**src/rtl/grain_flex_prog_pkg.sv**
```systemverilog
// Shared types and helpers for the GrainFlex configuration-chain loader.
// The state enum, byte width and bit-counter width live here so every file agrees.
package grain_flex_prog_pkg;

    typedef enum logic [2:0] {
        ST_IDLE,
        ST_CLEAR,
        ST_LOAD,
        ST_SHIFT,
        ST_DONE
    } prog_state_t;

    localparam int PROG_BYTE_W = 8;

    function automatic int count_width(input int chain_len);
        return $clog2(chain_len + 1);
    endfunction

endpackage

```
**src/rtl/grain_flex_prog_bitclk.sv**
```systemverilog
// Bit-period generator: CLK_DIV low cycles followed by CLK_DIV high cycles of prog_clk,
// with a tick on the last low cycle (sample point) and on the last high cycle (bit end).
module grain_flex_prog_bitclk #(
    parameter int CLK_DIV = 2
) (
    input  logic clk,
    input  logic reset,
    input  logic i_run,
    output logic o_prog_clk,
    output logic o_sample_tick,
    output logic o_bit_done
);

    localparam int PW = $clog2(2 * CLK_DIV);
    localparam logic [PW-1:0] LOW_LAST  = PW'(CLK_DIV - 1);
    localparam logic [PW-1:0] HIGH_LAST = PW'(2 * CLK_DIV - 1);

    logic [PW-1:0] r_phase;
    logic          r_clk;

    assign o_sample_tick = i_run && (r_phase == LOW_LAST);
    assign o_bit_done    = i_run && (r_phase == HIGH_LAST);
    assign o_prog_clk    = r_clk;

    // Dropping run parks the divider at the start of a low phase with prog_clk low.
    always_ff @(posedge clk or posedge reset) begin
        if (reset) begin
            r_phase <= '0;
            r_clk   <= 1'b0;
        end else if (!i_run) begin
            r_phase <= '0;
            r_clk   <= 1'b0;
        end else begin
            r_phase <= o_bit_done ? '0 : r_phase + PW'(1);
            r_clk   <= o_sample_tick || (r_clk && !o_bit_done);
        end
    end

endmodule

```
**src/rtl/grain_flex_prog_loader.sv**
```systemverilog
// Streams configuration bytes LSB-first into the GrainFlex programming chain after a
// chain reset, and returns the bits that fall out of the chain tail as readback bytes.
module grain_flex_prog_loader
    import grain_flex_prog_pkg::*;
#(
    parameter int CHAIN_LEN  = 1024,
    parameter int CLK_DIV    = 2,
    parameter int RST_CYCLES = 8
) (
    input  logic                   clk,
    input  logic                   reset,
    input  logic                   start,
    input  logic                   abort,
    input  logic [PROG_BYTE_W-1:0] in_data,
    input  logic                   in_valid,
    output logic                   in_ready,
    output logic [PROG_BYTE_W-1:0] rb_data,
    output logic                   rb_valid,
    output logic                   prog_clk,
    output logic                   prog_rst,
    output logic                   prog_en,
    output logic                   prog_din,
    input  logic                   prog_dout,
    output logic                   busy,
    output logic                   done
);

    localparam int CW = count_width(CHAIN_LEN);
    localparam int RW = (RST_CYCLES > 1) ? $clog2(RST_CYCLES) : 1;
    localparam logic [RW-1:0] RST_LAST = RW'(RST_CYCLES - 1);

    prog_state_t            r_state;
    logic [CW-1:0]          r_count;
    logic [RW-1:0]          r_rstCnt;
    logic [PROG_BYTE_W-1:0] r_shift;
    logic [PROG_BYTE_W-1:0] r_rb;
    logic [PROG_BYTE_W-1:0] r_rbData;
    logic [2:0]             r_bitIdx;
    logic [2:0]             r_lastIdx;
    logic                   r_inReady;
    logic                   r_rbValid;
    logic                   r_progRst;
    logic                   r_progEn;
    logic                   r_busy;
    logic                   r_done;

    logic        w_run;
    logic        w_sampleTick;
    logic        w_bitDone;
    logic [31:0] w_remain;
    logic [2:0]  w_lastIdx;
    logic        w_lastBit;
    logic        w_chainFull;

    assign w_run = (r_state == ST_SHIFT) && !abort;

    grain_flex_prog_bitclk #(
        .CLK_DIV(CLK_DIV)
    ) u_bitclk (
        .clk          (clk),
        .reset        (reset),
        .i_run        (w_run),
        .o_prog_clk   (prog_clk),
        .o_sample_tick(w_sampleTick),
        .o_bit_done   (w_bitDone)
    );

    // A short final byte only shifts the bits still missing from the chain.
    always_comb begin
        w_remain    = 32'(CHAIN_LEN) - 32'(r_count);
        w_lastIdx   = (w_remain >= 32'd8) ? 3'd7 : 3'(w_remain - 32'd1);
        w_lastBit   = (r_bitIdx == r_lastIdx);
        w_chainFull = ((32'(r_count) + 32'd1) == 32'(CHAIN_LEN));
    end

    always_ff @(posedge clk or posedge reset) begin
        if (reset) begin
            r_state   <= ST_IDLE;
            r_count   <= '0;
            r_rstCnt  <= '0;
            r_shift   <= '0;
            r_rb      <= '0;
            r_rbData  <= '0;
            r_bitIdx  <= '0;
            r_lastIdx <= '0;
            r_inReady <= 1'b0;
            r_rbValid <= 1'b0;
            r_progRst <= 1'b0;
            r_progEn  <= 1'b0;
            r_busy    <= 1'b0;
            r_done    <= 1'b0;
        end else begin
            r_rbValid <= 1'b0;
            if (abort) begin
                r_state   <= ST_IDLE;
                r_shift   <= '0;
                r_inReady <= 1'b0;
                r_progRst <= 1'b0;
                r_progEn  <= 1'b0;
                r_busy    <= 1'b0;
                r_done    <= 1'b0;
            end else begin
                case (r_state)
                    ST_IDLE, ST_DONE: begin
                        if (start) begin
                            r_state   <= ST_CLEAR;
                            r_count   <= '0;
                            r_rstCnt  <= '0;
                            r_progRst <= 1'b1;
                            r_busy    <= 1'b1;
                            r_done    <= 1'b0;
                        end
                    end
                    ST_CLEAR: begin
                        r_rstCnt <= r_rstCnt + RW'(1);
                        if (r_rstCnt == RST_LAST) begin
                            r_state   <= ST_LOAD;
                            r_progRst <= 1'b0;
                            r_inReady <= 1'b1;
                        end
                    end
                    ST_LOAD: begin
                        if (in_valid) begin
                            r_state   <= ST_SHIFT;
                            r_shift   <= in_data;
                            r_rb      <= '0;
                            r_bitIdx  <= '0;
                            r_lastIdx <= w_lastIdx;
                            r_inReady <= 1'b0;
                            r_progEn  <= 1'b1;
                        end
                    end
                    ST_SHIFT: begin
                        if (w_sampleTick) begin
                            r_rb[r_bitIdx] <= prog_dout;
                        end
                        if (w_bitDone) begin
                            r_count  <= r_count + CW'(1);
                            r_bitIdx <= r_bitIdx + 3'd1;
                            r_shift  <= r_shift >> 1;
                            if (w_lastBit) begin
                                r_shift   <= '0;
                                r_progEn  <= 1'b0;
                                r_rbValid <= 1'b1;
                                r_rbData  <= r_rb;
                                if (w_chainFull) begin
                                    r_state <= ST_DONE;
                                    r_busy  <= 1'b0;
                                    r_done  <= 1'b1;
                                end else begin
                                    r_state   <= ST_LOAD;
                                    r_inReady <= 1'b1;
                                end
                            end
                        end
                    end
                    default: r_state <= ST_IDLE;
                endcase
            end
        end
    end

    assign in_ready = r_inReady;
    assign rb_data  = r_rbData;
    assign rb_valid = r_rbValid;
    assign prog_rst = r_progRst;
    assign prog_en  = r_progEn;
    assign prog_din = r_shift[0];
    assign busy     = r_busy;
    assign done     = r_done;

endmodule

```
**config.mk**
```make
export PLATFORM = sky130hd
export DESIGN_NAME = grain_flex_prog_loader
export DESIGN_NICKNAME = d
export VERILOG_FILES = /design/src/rtl/grain_flex_prog_pkg.sv /design/src/rtl/grain_flex_prog_bitclk.sv /design/src/rtl/grain_flex_prog_loader.sv
export SDC_FILE = /design/constraint.sdc
export NUM_CORES = 1
export LEC_CHECK = 0
export ABC_CLOCK_PERIOD_IN_PS = 2300
export BUFFER_PORTS_ARGS = -buffer_cell sky130_fd_sc_hd__clkbuf_2
export CAP_MARGIN = 5
export CELL_PAD_IN_SITES_DETAIL_PLACEMENT = 0
export CELL_PAD_IN_SITES_GLOBAL_PLACEMENT = 1
export CORE_AREA = 2 2 84 86
export DETAILED_ROUTE_END_ITERATION = 8
export DIE_AREA = 0 0 86 88
export PLACE_DENSITY = 0.83
export SLEW_MARGIN = 20
export SYNTH_ARGS = -nofsm -noshare
export SYNTH_HDL_FRONTEND = slang
export SYNTH_SLANG_ARGS = --single-unit
export TNS_END_PERCENT = 1
```
**constraint.sdc**
```tcl
create_clock -name clk -period 2.3 [get_ports clk]
set_input_delay 0.46 -clock clk [delete_from_list [all_inputs] [get_ports clk]]
set_output_delay 0.46 -clock clk [all_outputs]
set_load 0.02 [all_outputs]
```
Word-level counts from Yosys, hierarchy flattened:

Cells that the tools add are included.

* register bits after elaboration: 56
* latch bits: 0
* RAM bits: 0
* bits in read-only memories: 0
* input port bits: 14
* memories: 0

* $add $sub $neg: 7
* multipliers: 0
* div/mod/pow operators: 0
* magnitude comparators: 3
* equal/unequal tests: 20
* shifts and indexed selects: 0
* multiplexer cells: 62
* bitwise gates (word level): 1
* reduce and logical (&&, ||, !) cells: 29

Operators with widths (number)
* $mux 8: 5
* $mux 3: 11
* $ge 32x4->1 const B: 1
* $pmux 8 s2: 2
* $mux 1: 28
* $mux 11: 2
* $pmux 11 s2: 1
* $reduce_and 4->1: 5
* $ne 3x3->1 const B: 6
* $add 11x1->12 const B: 1
* $eq 12x11->1 const B: 1
* $pmux 3 s2: 2
* $pmux 3 s4: 1
* $reduce_and 3->1: 4
* $sub 11x11->12 const A: 1
* $add 11x1->11 const B: 1
* $reduce_and 5->1: 2
* $reduce_bool 3->1: 3
* $bwmux 8: 1
* $pmux 1 s2: 4
* $mux 7: 1
* $add 3x1->3 const B: 2
* $eq 3x2->1 const B: 2
* $eq 3x3->1 const B: 2
* other kinds (23): 33

Logic depth before layout (Yosys ltp):

Gate-level depths: netlist of run 1.

* depth after elaboration: 7
* depth in mapped cells: 8

Modules after synthesis:

A second synthesis of run 1 with hierarchy kept.

* cell total of the unflattened synthesis: 339
* area total of the unflattened synthesis: 3116.7 um^2

Modules (own cells, without submodules)
* grain_flex_prog_loader: instances 1, cells an instance 326, area each 2962.8 um^2, seq. area each 1326.3 um^2
* grain_flex_prog_bitclk: instances 1, cells an instance 13, area each 153.9 um^2, seq. area each 75.1 um^2

Least setup slack after synthesis of run 1:

Ideal clock, no wire load.

* path type: register -> register
* start: register r_count[1]
* end: register r_busy (netlist: busy)
* arrival time: 1785 ps
* slack: 389 ps
* stages on the path, launching flop included: 7
* path buffers: 0
* clock period less this slack: 1911 ps
* cells stage by stage: dfrtp_1 ha_1 nand3_1 nor3_2 mux2i_1 nand4_2 o311a_1

* word-level cells in the longest chain between the ends: 4

RTL lines
* start, declared: RTL line grain_flex_prog_loader.sv:33 `logic [CW-1:0] r_count;`
* start signal, assigned: RTL line grain_flex_prog_loader.sv:138 `r_count <= r_count + CW'(1);`
* $add 11x1->12: RTL line grain_flex_prog_loader.sv:73 `w_chainFull = ((32'(r_count) + 32'd1) == 32'(CHAIN_LEN));`
* $eq 12x11->1: RTL line grain_flex_prog_loader.sv:73
* $ne 3x3->1 (no source line)
* $reduce_and 5->1 (no source line)
* end signal, assigned: RTL line grain_flex_prog_loader.sv:90 `r_busy <= 1'b0;`
* end signal, assigned: RTL line grain_flex_prog_loader.sv:100 `r_busy <= 1'b0;`
* end signal, assigned: RTL line grain_flex_prog_loader.sv:110 `r_busy <= 1'b1;`
* end, declared: RTL line grain_flex_prog_loader.sv:44 `logic r_busy;`

Every way passes these cells.
A chain may end at the register's enable or synchronous reset.

Worst setup path in the final report of run 1:

* start: register r_count[0]
* end: register r_busy (netlist: busy)

The elaborated chain is that of the path after synthesis.

==> results, run 1 <==
- The number of buffers created by CTS is 5.
- For the worst flop-to-flop path, the logic depth is 6.
- The floorplan row count is 30.
- In the layout the commonest cells are dfrtp_1 (56), clkbuf_2 (29), nand2_1 (28), o21ai_0 (26), nor2_1 (19).
- The power spent charging and discharging nets is 680 uW.
- The run finished with clean final reports.
- The share of power burned in combinational logic is 0.196.
- The count of mapped cells out of synthesis is 309.
- The CTS tree is built.
- Yosys mapped a number of flops with a built-in enable equal to 0.
- The final instance count without filler cells is 415.
- The worst-case IR drop observed on VDD is 288 uV.
- The layout has 619 filler cells.
- For the worst-skew pair, the clock arrives at the later sink with an insertion delay of 0.32 ns.
- For met3 alone, demand over resource in global routing was 0.0320.
- Setup repair after global routing left no endpoint under its margin.
- Cell internal power was estimated by the tool at 1.46 mW.
- The clock transition time at the flip-flop clock pins of the worst setup and hold paths is 0.10 ns.
- The net count of the mapped netlist is 331.
- The share of the core filled with cells in the final layout is 0.501.
- Setup violations remaining at the end of the flow were counted as 0.
- Counting flops and latches in the post-synthesis netlist gives 56.
- The layer carrying the most global-route usage is met2.
- The height of the die is 88 microns.
- At the worst endpoint, the required time is 2.51 ns.
- Across every metal layer, demand over resource in global routing totals 0.179.
- After clock tree synthesis, the flow added hold-fix buffers numbering 0.
- The final count of pins violating max slew is 0.
- The nature of the critical path startpoint is a flop.
- In this run the deepest clock path goes through 2 buffers.
- The endpoint type of the worst setup path is a flop.
- Including well taps, the total number of placed cells is 407.
- The first global-routing pass estimated 10800 microns of wire.
- The aggregate global routing overflow is 0.
- The number of antenna violations at the first check in global routing is 0.
- The count of antenna-violating nets left after detailed routing is 0.
- The internal reg-to-reg setup slack is 0.24 ns.
- The routed layout has 2344 vias.
- The share of the synthesized area in the top cell type is 0.466.
- At the end of routability-driven placement, the weighted congestion stood at 0.812.
- The share of the Yosys chip area taken by registers is 0.466.
- The number of global-route vias before repair was 2274.
- The share of cells above drive strength 1 is 0.200.
- The relative max-transition margin is 0.590.
- The source of the worst register-to-register timing path is r_count[0]$_DFFE_PP0P_.
- For the pin with the worst max-slew slack, the measured transition is 0.614 ns.
- For this run, design rule violations remaining after detail routing come to 0.
- The switching portion of total power is 0.318.
- The static leakage is 1.59 nW.
- After clock tree synthesis, the setup repair step added 0 buffers.
- The HPWL after detailed placement is 4360 microns.
- From synthesis to final layout, the design area changed by 10.7%.
- The total number of nets in the final design is 356.
- The number of failing hold endpoints at the final stage is 0.
- A synthesized cell averages 9.73 sq um.
- The maximum frequency from static timing analysis is 484 MHz.
- For this run, the number of Yosys warnings is 0.
- The total power divided by cell area is 644 mW/mm^2.
- The routed length per placed instance is 14.7 microns.
- The count of pins on the block boundary is 30.
- The number of distinct library cells after synthesis is 55.
- The type of the worst min-delay path is input port to asynchronous set/reset pin.
- The netlist area before placement is 0.00301 sq mm.
- The final critical path time including I/O delays and setup is 2.06 ns.
- The share of the clock period used by the worst path after layout is 0.898.
- By area the synthesized netlist is led by dfrtp_1 (47%), o21ai_0 (4.3%), nand2_1 (3.5%).
- Among all flip-flop cells after synthesis, the most frequent one is dfrtp_1.
- Across the routed clock network, the largest skew measured is 0.00838 ns.
- The share of flip-flops with an asynchronous set or reset is 1.00.
- The H-tree depth is 2.
- The number of port buffers is 29.
- The dominant cell type by area after synthesis is dfrtp_1.
- In the global route stage, met1 resource usage came out at 0.247.
- Once the clock tree was built, the resizer swapped 0 gates to a different size.
- The library cell used most frequently in the layout, excluding fill and tap cells, is dfrtp_1.
- Measured along the x axis, the die boundary spans 86 microns.
- The repair_antennas step left the layout with diodes totalling 0.
- Entering global routing, the biggest net connects 32 pins.
- The total die area is 0.00757 sq mm.
- The setup path with the least slack is of type flop to flop.
- The worst register-to-register path ends at busy$_DFFE_PP0P_.
- The share of total power dissipated in the clock network is 0.257.
- The number of DRC markers in iteration 0 is 118.
- The met2 usage in global routing is 0.284.
- The count of clock tree sinks is 56.
- The floorplan step defined a core boundary enclosing 0.00664 sq mm.
- The maximum net fanout on the critical path is 9.
- After detailed routing, the number of vias per cell comes to 5.65.
- The sequential group share of total power is 0.547.
- Summing all flip-flop and latch instances after layout gives 0.00140 sq mm.
- The tool flagged a number of max-cap violations equal to 0.
- After routing, the total negative slack on setup checks comes to 0 ns.
- The starting utilization of the core area is 0.452.
- Wires add up to 6090 microns.
- The tree is rooted in a clkbuf_8.
- At the worst endpoint, the arrival time is 2.27 ns.
- For this run, the detailed router's first-pass iteration total came to 5.
- The total area of multi-input combinational cells is 0.00143 sq mm.
## per-stage QoR
step / setup slack, ns / hold slack [ns] / cell area, sq um / power, mW
after floorplan: 0.389 / 0.450 / 3010 / 1.50
after global placement: 0.311 / 0.466 / 3230 / 1.61
after detailed placement: 0.261 / 0.477 / 3230 / 1.61
after CTS: 0.229 / 0.208 / 3330 / 2.17
after global routing: 0.0269 / 0.213 / 3330 / 2.29
final: 0.235 / 0.193 / 3330 / 2.14
## cell families after synthesis
logic type	count (synthesis)	synth area share
DFF	56	0.466
muxes	11	0.0404
and+or+nand+nor	98	0.175
buffers and inverters	40	0.0595
AOI/OAI and AO/OA	85	0.194
xor gates and xnor gates	11	0.0321
adders and majority gates	8	0.0333
## power groups by stage
stage	clock network, mW	registers, mW	logic (mW)
2_1_floorplan	0	1.15	0.351
3_3_place_gp	0	1.19	0.418
3_5_place_dp	0	1.19	0.422
4_1_cts	0.575	1.17	0.423
5_1_grt	0.614	1.19	0.483
6_report	0.551	1.17	0.419
## area by class of cell
type | count | share of cell area
inverters | 18 | 0.0203
repair buffers | 40 | 0.0722
flip-flops and latches | 56 | 0.421
clock buffers | 5 | 0.0207
multi-input cells | 213 | 0.429
clock inverters | 3 | 0.00677
well taps | 80 | 0.0301
## state kept, by name, indices dropped and copies added (netlist names)
signal	cells
prog_en	1
in_ready	1
rb_data	8
r_shift	8
r_lastIdx	3
u_bitclk.r_phase	2
busy	1
r_state	3
rb_valid	1
done	1
u_bitclk.o_prog_clk	1
r_rstCnt	3
prog_rst	1
r_count	11
r_rb	8
r_bitIdx	3
## Yosys cell counts (2+ instances only)
| cell type | instances |
|---|---|
| inv_1 | 18 |
| a21o_1 | 2 |
| or3_1 | 2 |
| xor2_1 | 7 |
| nand2b_1 | 5 |
| nor2_1 | 19 |
| nor3b_1 | 3 |
| clkbuf_2 | 2 |
| nand3_1 | 8 |
| buf_2 | 6 |
| o22a_1 | 3 |
| ha_1 | 8 |
| and3_1 | 3 |
| buf_4 | 3 |
| mux2i_1 | 2 |
| a22o_1 | 8 |
| mux2_2 | 9 |
| o21ai_0 | 26 |
| a31oi_1 | 2 |
| o41ai_1 | 3 |
| nand4_2 | 2 |
| nor2b_1 | 3 |
| clkbuf_1 | 9 |
| o21a_1 | 3 |
| nor4_1 | 4 |
| dfrtp_1 | 56 |
| nand2_1 | 28 |
| a222oi_1 | 7 |
| nand4_1 | 6 |
| o31ai_1 | 5 |
| nor3_2 | 2 |
| xnor2_1 | 4 |
| nor3_1 | 5 |
| a21oi_1 | 15 |
## per-layer routing
layer | vias up | part of all wire
li1 | 1174 | -
met1 | 1119 | 0.47
met2 | 43 | 0.48
met3 | 8 | 0.037
met4 | 0 | 0.017
met5 | - | 0
## critical path, cell delays in order (launching register included)
cell and delay [ns]:
dfrtp_1 0.50, ha_1 0.26, nand3_1 0.15, nor3_2 0.23
mux2i_1 0.27, nand4_2 0.17, o311a_1 0.38
## worst max-delay path by stage
stage / startpoint / end / slack [ns] / cells after the start
6_report: r_count[0]$_DFFE_PP0P_ / busy$_DFFE_PP0P_ / 0.24 / 6
5_1_grt: r_count[0]$_DFFE_PP0P_ / busy$_DFFE_PP0P_ / 0.03 / 6
4_1_cts: r_count[0]$_DFFE_PP0P_ / busy$_DFFE_PP0P_ / 0.23 / 6
3_5_place_dp: r_count[0]$_DFFE_PP0P_ / busy$_DFFE_PP0P_ / 0.26 / 6
3_3_place_gp: r_count[0]$_DFFE_PP0P_ / busy$_DFFE_PP0P_ / 0.31 / 6
2_1_floorplan: r_count[1]$_DFFE_PP0P_ / busy$_DFFE_PP0P_ / 0.39 / 6
Power figures use the tool's default switching activity.
==> run 2: changes to the inputs <==
Settings changed: CORE_AREA 2 2 84 86 to 2 2 87 89, DIE_AREA 0 0 86 88 to 0 0 89 91, PLACE_DENSITY 0.83 to 0.81, SYNTH_HIERARCHICAL set to 1.
==> results, run 2 <==
- The final count of pins violating max slew is 0 (unchanged).
- The share of synthesized cell area in full adder, half adder and majority cells is 0.0321 (was 0.0333).
- The area fraction in compound gates after synthesis is 0.223 (was 0.194).
- The cell count after placement came to 464 (was 407).
- The predominant post-synthesis flop cell was dfrtp_1 (unchanged).
- The number of failing hold endpoints at the final stage is 0 (unchanged).
- The hold-critical path depth is 3.
- The share of power burned in combinational logic is 0.111 (was 0.196).
- The maximum number of buffers from clock root to sink is 2 (unchanged).
- The total half-perimeter wirelength after legalization and detailed placement is 5020 microns (was 4360 microns).
- Synth top area cells: dfrtp_1 (45%), o21ai_0 (5.1%), nand2_1 (3.9%) (was dfrtp_1 (47%), o21ai_0 (4.3%), nand2_1 (3.5%)).
- The die width is 89 microns (was 86 microns).
- The total area of multi-input combinational cells is 0.00158 sq mm (was 0.00143 sq mm).
- The critical register-to-register path endpoint is busy$_DFFE_PP0P_ (unchanged).
- The post-synthesis share of cell area spent on and, or, nand and nor gates was 0.187 (was 0.175).
- The maximum net fanout on the critical path is 9 (unchanged).
- The final instance count without filler cells is 473 (was 415).
- The internal reg-to-reg setup slack is 0.19 ns (was 0.24 ns).
- The remaining routing DRC violations came to 0 (unchanged).
- The share of the synthesized area in the top cell type is 0.450 (was 0.466).
- The clock transition time at the flip-flop clock pins of the worst setup and hold paths is 0.10 ns (about the same).
- The pin count of the biggest net entering global routing is 30 (was 32).
- The starting utilization of the core area came to 0.437 (was 0.452).
- The number of flip-flops in the largest register came to 11 (unchanged).
- The total number of nets in the final design is 395 (was 356).
- The relative max-transition margin is 0.613 (was 0.590).
- Setup repair after global routing missed its margin: no (unchanged).
- The post-CTS setup-driven buffer insertion count came to 0 (unchanged).
- The path depth of the worst reg2reg path is 6 (unchanged).
- The power spent charging and discharging nets is 497 uW (was 680 uW).
- The count of antenna-violating nets left after detailed routing was 0 (unchanged).
- The required time at the worst-slack endpoint is 2.52 ns (was 2.51 ns).
- The mean post-synth cell area came to 9.19 sq um (was 9.73 sq um).
- The number of diodes was 0 (unchanged).
- The share of the core filled with cells in the final layout is 0.498 (was 0.501).
- The endpoint type of the worst setup path is a flop (unchanged).
- The largest register by flop count is r_count (unchanged).
- The static leakage is 1.59 nW (about the same).
- The transition at the pin with the smallest max-transition slack is 0.578 ns (was 0.614 ns).
- The sequential group share of total power was 0.580 (was 0.547).
- The type of the worst min-delay path is input port to flop (was input port to asynchronous set/reset pin).
- The H-tree depth came to 2 (unchanged).
- The number of antenna violations at the first check in global routing is 0 (unchanged).
- The number of maximum-capacitance violations is 0 (unchanged).
- The number of buffers created by CTS is 5 (unchanged).
- The maximum frequency from static timing analysis is 474 MHz (was 484 MHz).
- The overall routing resource usage is 0.188 (was 0.179).
- The layout-stage area growth over the synthesis result is 13.9% (was 10.7%).
- The internal cell power is 1.31 mW (was 1.46 mW).
- The final count of negative-setup-slack endpoints is 0 (unchanged).
- The nature of the critical path startpoint is a flop (unchanged).
- The dominant cell type by area after synthesis is dfrtp_1 (unchanged).
- The count of pins on the block boundary is 30 (unchanged).
- The detailed-routing iteration count for the pre-antenna-repair pass is 4 (was 5).
- The classification of the worst setup path is flop to flop (unchanged).
- The aggregate global routing overflow is 0 (unchanged).
- The final critical path time including I/O delays and setup came to 2.11 ns (was 2.06 ns).
- The global placer's final weighted congestion was 0.812 (about the same).
- The root buffer selected by CTS is clkbuf_8 (unchanged).
- The maximum VDD drop is 216 uV (was 288 uV).
- Commonest non-fill, non-tap cells in the layout: dfrtp_1 (56), nand2_1 (32), o21ai_0 (32), clkbuf_2 (29) (was dfrtp_1 (56), clkbuf_2 (29), nand2_1 (28), o21ai_0 (26), nor2_1 (19)).
- The final-layout setup total negative slack is 0 ns (unchanged).
- The number of port buffers is 29 (unchanged).
- The fill cell total of the finished layout came to 718 (was 619).
- The floorplan row count came to 31 (was 30).
- The XOR/XNOR share of the synthesized area is 0.0281 (was 0.0321).
- The source of the worst register-to-register timing path was r_count[1]$_DFFE_PP0P_ (was r_count[0]$_DFFE_PP0P_).
- The total die area came to 0.00810 sq mm (was 0.00757 sq mm).
- The count of mapped cells out of synthesis is 339 (was 309).
- The synthesis-stage register bit count came to 56 (unchanged).
- The overall via count from detail_route is 2638 (was 2344).
- The sequential cell area in the final layout is 0.00140 sq mm (unchanged).
- The later-pin clock latency in the skew report is 0.32 ns (about the same).
- The routed length per placed instance is 15.0 microns (was 14.7 microns).
- The share of the clock period used by the worst path after layout came to 0.917 (was 0.898).
- The multiplexer fraction of the synthesized cell area is 0.0357 (was 0.0404).
- The share of flip-flops with an asynchronous set or reset was 1.00 (unchanged).
- The arrival time at the worst endpoint is 2.33 ns (was 2.27 ns).
- The leading cell type by number of instances after synthesis is dfrtp_1 (unchanged).
- The routed wire length came to 7090 microns (was 6090 microns).
- The part of the total power dissipated in the clock network is 0.309 (was 0.257).
- The net count of the mapped netlist came to 361 (was 331).
- Commonest cells post-synth: dfrtp_1 (56), nand2_1 (32), o21ai_0 (32), nor2_1 (24), a21oi_1 (23) (was dfrtp_1 (56), nand2_1 (28), o21ai_0 (26), nor2_1 (19), inv_1 (18)).
- The share of cells above drive strength 1 is 0.190 (was 0.200).
- The average vias per placed instance is 5.58 (was 5.65).
- The CTS tree is built (unchanged).
- Run status: completed (unchanged).
- The switching portion of total power is 0.275 (was 0.318).
- The number of DRC markers in iteration 0 came to 102 (was 118).
- The yosys synthesis warning count is 6 (was 0).
- The height of the die is 91 microns (was 88 microns).
- The main combinational cell family by area after synthesis is compound AO/OA/AOI/OAI gates (unchanged).
- The total power divided by cell area came to 510 mW/mm^2 (was 644 mW/mm^2).
- The startpoint of the tightest hold check path is in_data[7].
- The most common cell after layout, fill and taps aside is dfrtp_1 (unchanged).
- The number of synthesized flops with an enable pin is 0 (unchanged).
- The startpoint of the worst setup timing path is r_count[1]$_DFFE_PP0P_ (was r_count[0]$_DFFE_PP0P_).
- The worst hold-check slack came to 0.355 ns (was 0.193 ns).
- The area inside the core boundary came to 0.00714 sq mm (was 0.00664 sq mm).
- The sequential element share of the synthesized area is 0.450 (was 0.466).
- The number of global-route vias before repair is 2490 (was 2274).
- The netlist area before placement is 0.00312 sq mm (was 0.00301 sq mm).
- The number of distinct library cells after synthesis came to 54 (was 55).
- The wire length of the first global-routing pass is 12200 microns (was 10800 microns).
- The count of clock tree sinks is 56 (unchanged).
- The path with the worst hold slack has its endpoint at r_shift[7]$_DFFE_PP0P_.
- The final clock skew is 0.00902 ns (was 0.00838 ns).
-- run 2: critical path: stages, from the launching register on --
cell and delay (ns):
dfrtp_1 0.49, ha_2 0.30, nand3_1 0.11, or4_4 0.44, a221oi_2 0.36, nand4_1 0.17
o211a_1 0.16
-- run 2: power by group through the flow --
stage / Combinational (mW) / Sequential, mW / Clock, mW
detailed placement: 0.201 / 1.07 / 0
floorplan: 0.130 / 1.07 / 0
CTS: 0.203 / 1.05 / 0.582
global route: 0.228 / 1.05 / 0.618
global placement: 0.196 / 1.07 / 0
finish: 0.201 / 1.05 / 0.559
-- run 2: cell type report --
class	count	area share
Clock buffer	5	0.0194
Tap cell	99	0.0349
Sequential cell	56	0.395
Multi-Input combinational cell	250	0.446
Inverter	11	0.0116
Clock inverter	3	0.00599
Timing Repair Buffer	49	0.0874
-- run 2: metrics by stage --
| stage | instance area [sq um] | power (mW) | setup WS [ns] |
|---|---|---|---|
| detailed placement | 3450 | 1.27 | 0.169 |
| finish | 3550 | 1.81 | 0.191 |
| floorplan | 3120 | 1.20 | 0.00685 |
| CTS | 3550 | 1.84 | 0.145 |
| global placement | 3450 | 1.26 | 0.225 |
| global route | 3550 | 1.90 | 0.00703 |
-- run 2: cells by family after synthesis --
kind of cell | Yosys count
AO/OA/AOI/OAI | 109
XOR/XNOR | 10
adder cells (fa/ha/maj) | 8
buffers and inverters | 33
flip-flops | 56
multiplexers | 10
AND/OR/NAND/NOR | 113
-- run 2: worst max-delay path by stage --
stage                     cells past startpoint                      to
after floorplan                               8  rb_data[0]$_DFFE_PP0P_
after global placement                        9        busy$_DFFE_PP0P_
after detailed placement                      6        busy$_DFFE_PP0P_
after CTS                                     6        busy$_DFFE_PP0P_
after global routing                         10     r_rb[3]$_DFFE_PP0P_
final                                         6        busy$_DFFE_PP0P_
-- run 2: per-layer routing --
metal	vias to the layer above	track usage	share of wire
met4	0	0.0522	0.014
li1	1292	-	-
met2	59	0.287	0.46
met5	-	0	0
met3	8	0.0264	0.037
met1	1279	0.276	0.49
-- run 2: timing repair --
action,CTS,global route
setup endpoints to repair,0,4
hold buffers,1,0
hold endpoints to repair,3,0
gates resized for setup,0,1
==> run 3: changes to the inputs <==
Settings changed: CELL_PAD_IN_SITES_DETAIL_PLACEMENT 0 to 1.
==> results, run 3 (synthesis results as in run 2) <==
- The overall via count from detail_route came to 2734 (was 2638).
- The layout-stage area growth over the synthesis result is 14.4% (was 13.9%).
- The CTS tree was built (unchanged).
- The static leakage is 1.59 nW (about the same).
- The classification of the worst setup path is flop to flop (unchanged).
- The count of antenna-violating nets left after detailed routing is 0 (unchanged).
- The final critical path time including I/O delays and setup is 2.26 ns (was 2.11 ns).
- The most common cell after layout, fill and taps aside is dfrtp_1 (unchanged).
- The total power divided by cell area was 512 mW/mm^2 (was 510 mW/mm^2).
- The endpoint type of the worst setup path is a flop (unchanged).
- The final clock skew was 0.0140 ns (was 0.00902 ns).
- The clock transition time at the flip-flop clock pins of the worst setup and hold paths is 0.11 ns (was 0.10 ns).
- The transition at the pin with the smallest max-transition slack is 0.568 ns (was 0.578 ns).
- The pin count of the biggest net entering global routing was 30 (unchanged).
- Commonest non-fill, non-tap cells in the layout: dfrtp_1 (55), nand2_1 (32), o21ai_0 (32), clkbuf_2 (29) (was dfrtp_1 (56), nand2_1 (32), o21ai_0 (32), clkbuf_2 (29)).
- The maximum number of buffers from clock root to sink was 2 (unchanged).
- The relative max-transition margin is 0.620 (was 0.613).
- The largest register by flop count is r_count (unchanged).
- The number of global-route vias before repair was 2815 (was 2490).
- The number of flip-flops in the largest register is 11 (unchanged).
- The remaining routing DRC violations was 0 (unchanged).
- The total die area was 0.00810 sq mm (unchanged).
- The total half-perimeter wirelength after legalization and detailed placement is 5960 microns (was 5020 microns).
- The number of buffers created by CTS was 5 (unchanged).
- The cell count after placement came to 464 (unchanged).
- The share of the clock period used by the worst path after layout came to 0.981 (was 0.917).
- The part of the total power dissipated in the clock network is 0.312 (was 0.309).
- The number of failing hold endpoints at the final stage is 0 (unchanged).
- The later-pin clock latency in the skew report is 0.32 ns (about the same).
- The number of diodes is 0 (unchanged).
- The arrival time at the worst endpoint is 2.47 ns (was 2.33 ns).
- The required time at the worst-slack endpoint came to 2.52 ns (about the same).
- The share of cells above drive strength 1 is 0.193 (was 0.190).
- The sequential group share of total power is 0.576 (was 0.580).
- The H-tree depth came to 2 (unchanged).
- The startpoint of the worst setup timing path is r_state[2]$_DFFE_PP0P_ (was r_count[1]$_DFFE_PP0P_).
- The floorplan row count is 31 (unchanged).
- The number of antenna violations at the first check in global routing came to 0 (unchanged).
- The maximum net fanout on the critical path is 6 (was 9).
- The wire length of the first global-routing pass came to 14000 microns (was 12200 microns).
- The starting utilization of the core area is 0.437 (unchanged).
- The power spent charging and discharging nets came to 511 uW (was 497 uW).
- The final count of negative-setup-slack endpoints came to 0 (unchanged).
- The nature of the critical path startpoint is a flop (unchanged).
- The switching portion of total power came to 0.280 (was 0.275).
- The routed wire length came to 8290 microns (was 7090 microns).
- The number of DRC markers in iteration 0 is 54 (was 102).
- The height of the die is 91 microns (unchanged).
- The final instance count without filler cells came to 473 (unchanged).
- The fill cell total of the finished layout is 860 (was 718).
- The type of the worst min-delay path is input port to flop (unchanged).
- The root buffer selected by CTS is clkbuf_8 (unchanged).
- The routed length per placed instance is 17.5 microns (was 15.0 microns).
- The die width is 89 microns (unchanged).
- Run status: completed (unchanged).
- The final-layout setup total negative slack is 0 ns (unchanged).
- The global placer's final weighted congestion is 0.812 (unchanged).
- The startpoint of the tightest hold check path is in_data[7] (unchanged).
- The maximum VDD drop is 215 uV (was 216 uV).
- The number of maximum-capacitance violations is 0 (unchanged).
- The average vias per placed instance is 5.78 (was 5.58).
- The total number of nets in the final design came to 395 (unchanged).
- The source of the worst register-to-register timing path is r_state[2]$_DFFE_PP0P_ (was r_count[1]$_DFFE_PP0P_).
- The detailed-routing iteration count for the pre-antenna-repair pass came to 4 (unchanged).
- The share of power burned in combinational logic came to 0.112 (was 0.111).
- The internal cell power was 1.31 mW (about the same).
- The count of pins on the block boundary is 30 (unchanged).
- The number of port buffers is 29 (unchanged).
- The count of clock tree sinks came to 56 (unchanged).
- The overall routing resource usage is 0.217 (was 0.188).
- Setup repair after global routing missed its margin: no (unchanged).
- The final count of pins violating max slew is 0 (unchanged).
- The aggregate global routing overflow is 0 (unchanged).
- The maximum frequency from static timing analysis is 443 MHz (was 474 MHz).
- The area inside the core boundary was 0.00714 sq mm (unchanged).
-- run 3: cell counts in the layout (fill, tap and decap cells not counted) --
No cell type changed its count.
-- run 3: layout make-up --
type	instances	area [sq um]	area share
Clock buffer	5	68.8	0.0193
Timing Repair Buffer	49	310	0.0870
Clock inverter	3	21.3	0.00597
Sequential cell	56	1400	0.393
Multi-Input combinational cell	250	1600	0.448
Tap cell	99	124	0.0347
Inverter	11	41.3	0.0116
-- run 3: worst paths after layout --
| path | to | slack [ns] | cells after the start |
|---|---|---|---|
| max | busy$_DFFE_PP0P_ | 0.04 | 9 |
| min reg2reg | u_bitclk/r_phase[0]$_DFF_PP0_ | 0.50 | 1 |
| max in group asynchronous | r_count[1]$_DFFE_PP0P_ | 0.99 | 4 |
| min | r_shift[7]$_DFFE_PP0P_ | 0.35 | 3 |
| max reg2reg | busy$_DFFE_PP0P_ | 0.04 | 9 |
| min in group asynchronous | u_bitclk/o_prog_clk$_DFF_PP0_ | 0.55 | 3 |
-- run 3: timing repair --
action / in CTS / in global routing
gates resized for setup: 0 / 4
endpoints found under the setup margin: 0 / 4
buffers inserted: 0 / 0
hold buffers: 1 / 0
hold endpoints to repair: 3 / 0
-- run 3: power by group through the flow --
stage	combinational [mW]	clock, mW	sequential (mW)
final	0.204	0.569	1.05
after global placement	0.196	0	1.07
after global routing	0.232	0.625	1.06
after detailed placement	0.206	0	1.07
after floorplan	0.130	0	1.07
after CTS	0.208	0.587	1.05
-- run 3: per-layer routing --
| layer | vias up | routed length (microns) | global-route usage |
|---|---|---|---|
| met2 | 58 | 4160 | 0.367 |
| met1 | 1374 | 3750 | 0.293 |
| met3 | 14 | 247 | 0.0282 |
| met4 | 0 | 131 | 0.0522 |
| li1 | 1288 | - | - |
| met5 | - | 0 | 0 |
-- run 3: through the flow --
| stage | cell area [sq um] | hold slack, ns | setup WS (ns) | utilization | total power, mW |
|---|---|---|---|---|---|
| global route | 3560 | 0.365 | 0.00849 | 0.499 | 1.91 |
| CTS | 3550 | 0.348 | 0.0287 | 0.497 | 1.85 |
| global placement | 3450 | 0.332 | 0.225 | 0.483 | 1.26 |
| finish | 3560 | 0.352 | 0.0428 | 0.499 | 1.82 |
| floorplan | 3120 | 0.214 | 0.00685 | - | 1.20 |
| detailed placement | 3450 | 0.345 | 0.0463 | 0.483 | 1.28 |
-- run 3: critical path: stages, from the launching register on --
cell and delay [ns]:
dfrtp_1 0.39, nand3b_1 0.20, nor2_2 0.15, and2_4 0.19, nand2_1 0.08, buf_4 0.16
nand4b_1 0.25, a211oi_2 0.37, nand4_1 0.19, o211a_1 0.18
